<file path="src/rtl/raster_scan_ctrl.sv">
// Raster scan sequencer for the SIFT front end: x/y counters, sync strobes,
// line/frame pulses and a valid/ready pixel handshake under host start/stop control.
module raster_scan_ctrl #(
  parameter int unsigned H_ACTIVE = 640,
  parameter int unsigned H_FP     = 16,
  parameter int unsigned H_SYNC   = 96,
  parameter int unsigned H_BP     = 48,
  parameter int unsigned V_ACTIVE = 480,
  parameter int unsigned V_FP     = 10,
  parameter int unsigned V_SYNC   = 2,
  parameter int unsigned V_BP     = 33,
  parameter int unsigned CW       = 10
) (
  input  logic          clk,
  input  logic          reset_n,
  input  logic          start,
  input  logic          stop,
  input  logic          continuous,
  input  logic          pix_ready,
  output logic          pix_valid,
  output logic [CW-1:0] x,
  output logic [CW-1:0] y,
  output logic          hsync_n,
  output logic          vsync_n,
  output logic          line_start,
  output logic          frame_start,
  output logic          frame_done,
  output logic          busy
);

  localparam int unsigned H_TOTAL  = H_ACTIVE + H_FP + H_SYNC + H_BP;
  localparam int unsigned V_TOTAL  = V_ACTIVE + V_FP + V_SYNC + V_BP;
  localparam int unsigned H_HS_BEG = H_ACTIVE + H_FP;
  localparam int unsigned H_HS_END = H_ACTIVE + H_FP + H_SYNC;
  localparam int unsigned V_VS_BEG = V_ACTIVE + V_FP;
  localparam int unsigned V_VS_END = V_ACTIVE + V_FP + V_SYNC;
  localparam logic [CW-1:0] H_LAST = CW'(H_TOTAL - 1);
  localparam logic [CW-1:0] V_LAST = CW'(V_TOTAL - 1);

  typedef enum logic {IDLE, RUN} state_t;

  state_t        state_q, state_d;
  logic          stop_pend_q, stop_pend_d;
  logic [CW-1:0] x_d, y_d;
  logic          pix_valid_d, hsync_n_d, vsync_n_d;
  logic          line_start_d, frame_start_d, frame_done_d, busy_d;
  logic          advance;

  always_ff @(posedge clk or negedge reset_n) begin
    if (!reset_n) begin
      state_q     <= IDLE;
      stop_pend_q <= 1'b0;
      x           <= '0;
      y           <= '0;
      pix_valid   <= 1'b0;
      hsync_n     <= 1'b1;
      vsync_n     <= 1'b1;
      line_start  <= 1'b0;
      frame_start <= 1'b0;
      frame_done  <= 1'b0;
      busy        <= 1'b0;
    end else begin
      state_q     <= state_d;
      stop_pend_q <= stop_pend_d;
      x           <= x_d;
      y           <= y_d;
      pix_valid   <= pix_valid_d;
      hsync_n     <= hsync_n_d;
      vsync_n     <= vsync_n_d;
      line_start  <= line_start_d;
      frame_start <= frame_start_d;
      frame_done  <= frame_done_d;
      busy        <= busy_d;
    end
  end

  always_comb begin
    state_d       = state_q;
    stop_pend_d   = stop_pend_q;
    x_d           = x;
    y_d           = y;
    line_start_d  = 1'b0;
    frame_start_d = 1'b0;
    frame_done_d  = 1'b0;
    advance       = !(pix_valid && !pix_ready);

    case (state_q)
      IDLE: begin
        if (start) begin
          state_d       = RUN;
          stop_pend_d   = 1'b0;
          x_d           = '0;
          y_d           = '0;
          line_start_d  = 1'b1;
          frame_start_d = 1'b1;
        end
      end
      RUN: begin
        // A stop arriving on the end-of-frame cycle must already count here.
        stop_pend_d = stop_pend_q | stop;
        if (advance) begin
          if (x == H_LAST) begin
            x_d          = '0;
            line_start_d = 1'b1;
            if (y == V_LAST) begin
              y_d          = '0;
              frame_done_d = 1'b1;
              if (!stop_pend_d && continuous) begin
                frame_start_d = 1'b1;
              end else begin
                state_d      = IDLE;
                stop_pend_d  = 1'b0;
                line_start_d = 1'b0;
              end
            end else begin
              y_d = y + CW'(1);
            end
          end else begin
            x_d = x + CW'(1);
          end
        end
      end
      default: state_d = IDLE;
    endcase

    // Stalled cycles keep x/y, so these recompute to their held values.
    busy_d      = (state_d == RUN);
    pix_valid_d = busy_d && (32'(x_d) < H_ACTIVE) && (32'(y_d) < V_ACTIVE);
    hsync_n_d   = !(busy_d && (32'(x_d) >= H_HS_BEG) && (32'(x_d) < H_HS_END));
    vsync_n_d   = !(busy_d && (32'(y_d) >= V_VS_BEG) && (32'(y_d) < V_VS_END));
  end

endmodule

</file>
<file path="config.mk">
export PLATFORM = sky130hd
export DESIGN_NAME = raster_scan_ctrl
export DESIGN_NICKNAME = d
export VERILOG_FILES = /design/src/rtl/raster_scan_ctrl.sv
export SDC_FILE = /design/constraint.sdc
export NUM_CORES = 1
export LEC_CHECK = 0
export BUFFER_PORTS_ARGS = -buffer_cell sky130_fd_sc_hd__buf_4
export CAP_MARGIN = 30
export CELL_PAD_IN_SITES_DETAIL_PLACEMENT = 1
export CELL_PAD_IN_SITES_GLOBAL_PLACEMENT = 1
export CORE_ASPECT_RATIO = 1.5
export CORE_UTILIZATION = 30
export DETAILED_ROUTE_END_ITERATION = 6
export GPL_TIMING_DRIVEN = 1
export PLACE_DENSITY_LB_ADDON = 0.25
export SLEW_MARGIN = 20
export SYNTH_ARGS = -nofsm -noshare
export SYNTH_HDL_FRONTEND = slang
export SYNTH_SLANG_ARGS = --single-unit
</file>
<file path="constraint.sdc">
create_clock -name clk -period 2.6 [get_ports clk]
set_input_delay 0.39 -clock clk [delete_from_list [all_inputs] [get_ports clk]]
set_output_delay 0.39 -clock clk [all_outputs]
set_load 0.02 [all_outputs]
</file>
==> results.json <==
{
  "ios": 33,
  "cts_tree": "done",
  "synthesis.area_sq_mm": 0.00172,
  "syn_inst": 186,
  "powerDensity_mw_per_mm2": 504,
  "track_usage_pct": 18.7,
  "syn_nets": 195,
  "slew-limit-headroom_pct": 70.1,
  "post-route-period-util_pct": 92.1,
  "rows": 33,
  "wl_per_cell_um": 17.4,
  "n_antenna_cell": 0,
  "slew_violations": 0,
  "synth.avg_cell_area_sq_um": 9.24,
  "drc": 0,
  "final_hold_viol_count": 0,
  "place_congestion": 0.783,
  "period_minus_slack_ns": 2.39,
  "root_buffer": "clkbuf_8",
  "r2r_cells": 6,
  "cts_setup_buffers": 0,
  "grt_start_max_net_pins": 29,
  "grt_pass1_vias": 1647,
  "fin_worst_skew_ns": 0.0102,
  "fmax_mhz": 418,
  "fillers": 651,
  "start_util_pct": 31.3,
  "synth_edf_count": 0,
  "h-tree-depth": 1,
  "nNetsFinal": 236,
  "cts_sinks": 28,
  "dp_hpwl_um": 3930,
  "cp.required_ns": 2.78,
  "antenna_found_initial": 0,
  "io_buffers": 32,
  "cts_buffer_depth": 2,
  "core_sq_mm": 0.00549,
  "r2r_slack_ns": 0.21,
  "tightest_slew_ns": 0.446,
  "p_leak_uw": 0.000950,
  "grt_overflow": 0,
  "start_kind": "register",
  "hold_path_class": "in -> async",
  "ant_nets": 0,
  "ys_types": 56,
  "yosys_register_bits": 28,
  "vias": 1680,
  "wl_um": 5170,
  "path_max_fanout": 11,
  "async_flop_share_pct": 100,
  "drt-initial-drc-count": 45,
  "rsz0062_at_grt": "no",
  "synth_flop_cell": "dfrtp_1",
  "outcome": "completed",
  "dieHeight_um": 94.7,
  "syn2layout_area_growth_pct": 25.4,
  "cp-end-kind": "register",
  "rr_endpoint": "pix_valid",
  "ys_warn_count": 0,
  "setup_tns_ns": 0,
  "path_clk_slew_ns": 0.10,
  "setup_viol": 0,
  "chipWidth_um": 63.8,
  "fin_hold_ws_ns": 0.0126,
  "viasPerCell": 5.68,
  "insertion_delay_ns": 0.28,
  "cp.arrival_ns": 2.57,
  "dieArea_sq_mm": 0.00604,
  "path_class": "reg -> reg",
  "peakVddDrop_v": 0.000397,
  "r2r-start": "x[6]",
  "ys_seq_area_share_pct": 40.9,
  "grt_pass1_wl_um": 8650,
  "cap_violations": 0,
  "drive_above_1_share_pct": 27.9,
  "cts_inserted_buffers": 3,
  "dr.pass1.iters": 4
}
## metrics by stage
stage                     cell area [sq um]  std cells  worst slack [ns]  util (%)  power, uW
after floorplan                        1720        186             0.174         -        722
after global placement                 2100        292             0.262      38.3        845
after detailed placement               2100        292            0.0692      38.3        850
after CTS                              2150        296            0.0526      39.1       1100
after global routing                   2150        296            0.0384      39.2       1150
final                                  2150        296             0.207      39.2       1090
## cell usage after synthesis, types with 2 or more instances
cell type,n,area (sq um)
ha_1,3,37.5
a22oi_1,2,15.0
or3_1,2,12.5
nand4_1,12,75.1
inv_1,10,37.5
nor3b_1,2,15.0
a31o_2,3,26.3
nor2b_1,2,12.5
dfstp_2,2,52.6
xnor2_1,2,17.5
nand2_1,20,75.1
and3_1,4,25.0
nand3_1,6,30.0
nor4b_1,3,26.3
a21oi_1,8,40.0
nand2b_1,3,18.8
a41oi_1,2,17.5
o22ai_1,4,25.0
a31oi_1,2,12.5
and2_1,2,12.5
o31ai_1,5,37.5
dfrtp_1,26,651
a21o_1,3,22.5
nor2_1,4,15.0
clkbuf_1,7,26.3
and4_1,3,26.3
nor3_1,6,30.0
o21ai_0,9,45.0
nor4_1,2,12.5
## where the power goes
part	switching (uW)	internal, uW	total [uW]
combinational	150	119	269
sequential	93.1	479	572
clock	136	110	246
total	379	708	1090
## sequential cells by signal, summed over array words and instances (netlist names)
name and cells:
frame_done 1, frame_start 1, hsync_n 1, line_start 1
pix_valid 1, state_q 1, stop_pend_q 1, vsync_n 1
x 10, y 10
## cell usage in the layout, fill, tap and decap left out, drive strengths merged, types with 2 or more instances in the layout
cell type	netlist	final
or3	2	2
o21ai	10	10
nand2b	3	3
or4	2	2
dfstp	2	2
nor2b	2	2
xnor2	2	2
nand2	20	20
a31o	3	3
nand4	13	13
nor4b	3	3
dfrtp	26	26
a31oi	2	2
clkbuf	7	4
inv	10	10
buf	3	46
nor3b	2	2
nor3	6	6
nand3	6	6
a41oi	2	2
a21o	3	3
a22oi	2	2
and4	3	3
and3	4	4
o311ai	2	2
nor2	4	4
nor4	2	2
ha	3	3
o22ai	4	4
o31ai	6	6
and2	2	2
a21oi	8	8
## cells by family after synthesis
kind of cell    count (synthesis)  synth area share (%)
compound gates                 51                  22.7
buf+inv                        21                  5.10
simple gates                   80                  27.5
fa+ha+maj                       3                  2.19
flops                          28                  40.9
xor+xnor                        3                  1.53
## area by class of cell
type / instances / area (sq um) / area share (%)
inverters: 11 / 41.3 / 1.92
multi-input cells: 137 / 931 / 43.2
repair buffers: 46 / 345 / 16.0
well taps: 70 / 87.6 / 4.07
clock buffers: 4 / 45.0 / 2.09
flip-flops and latches: 28 / 704 / 32.7
## critical path, stage by stage, from the launching register on
cell       delay (ns)
dfrtp_1          0.46
nand4bb_1        0.29
or4_4            0.64
a31o_2           0.27
a21oi_1          0.23
a31oi_1          0.14
a311oi_2         0.26
## layer usage
layer	vias up	track usage (%)	routed length (um)
li1	789	-	-
met1	847	22.8	2170
met2	30	32.4	2700
met3	14	1.81	100
met4	0	9.85	195
met5	-	0	0
## worst max path at each step
stage                      endpoint  startpoint  slack, ns
after global routing      pix_valid        x[1]       0.04
final                     pix_valid        x[6]       0.21
after detailed placement    vsync_n        x[1]       0.07
after CTS                   vsync_n        x[1]       0.05
after global placement    pix_valid        x[1]       0.26
after floorplan           pix_valid        x[0]       0.17
## repair_timing
action,4_1_cts,5_1_grt
resized for setup,0,2
setup endpoints to repair,0,3
hold buffers,0,0
Power figures use the tool's default switching activity.
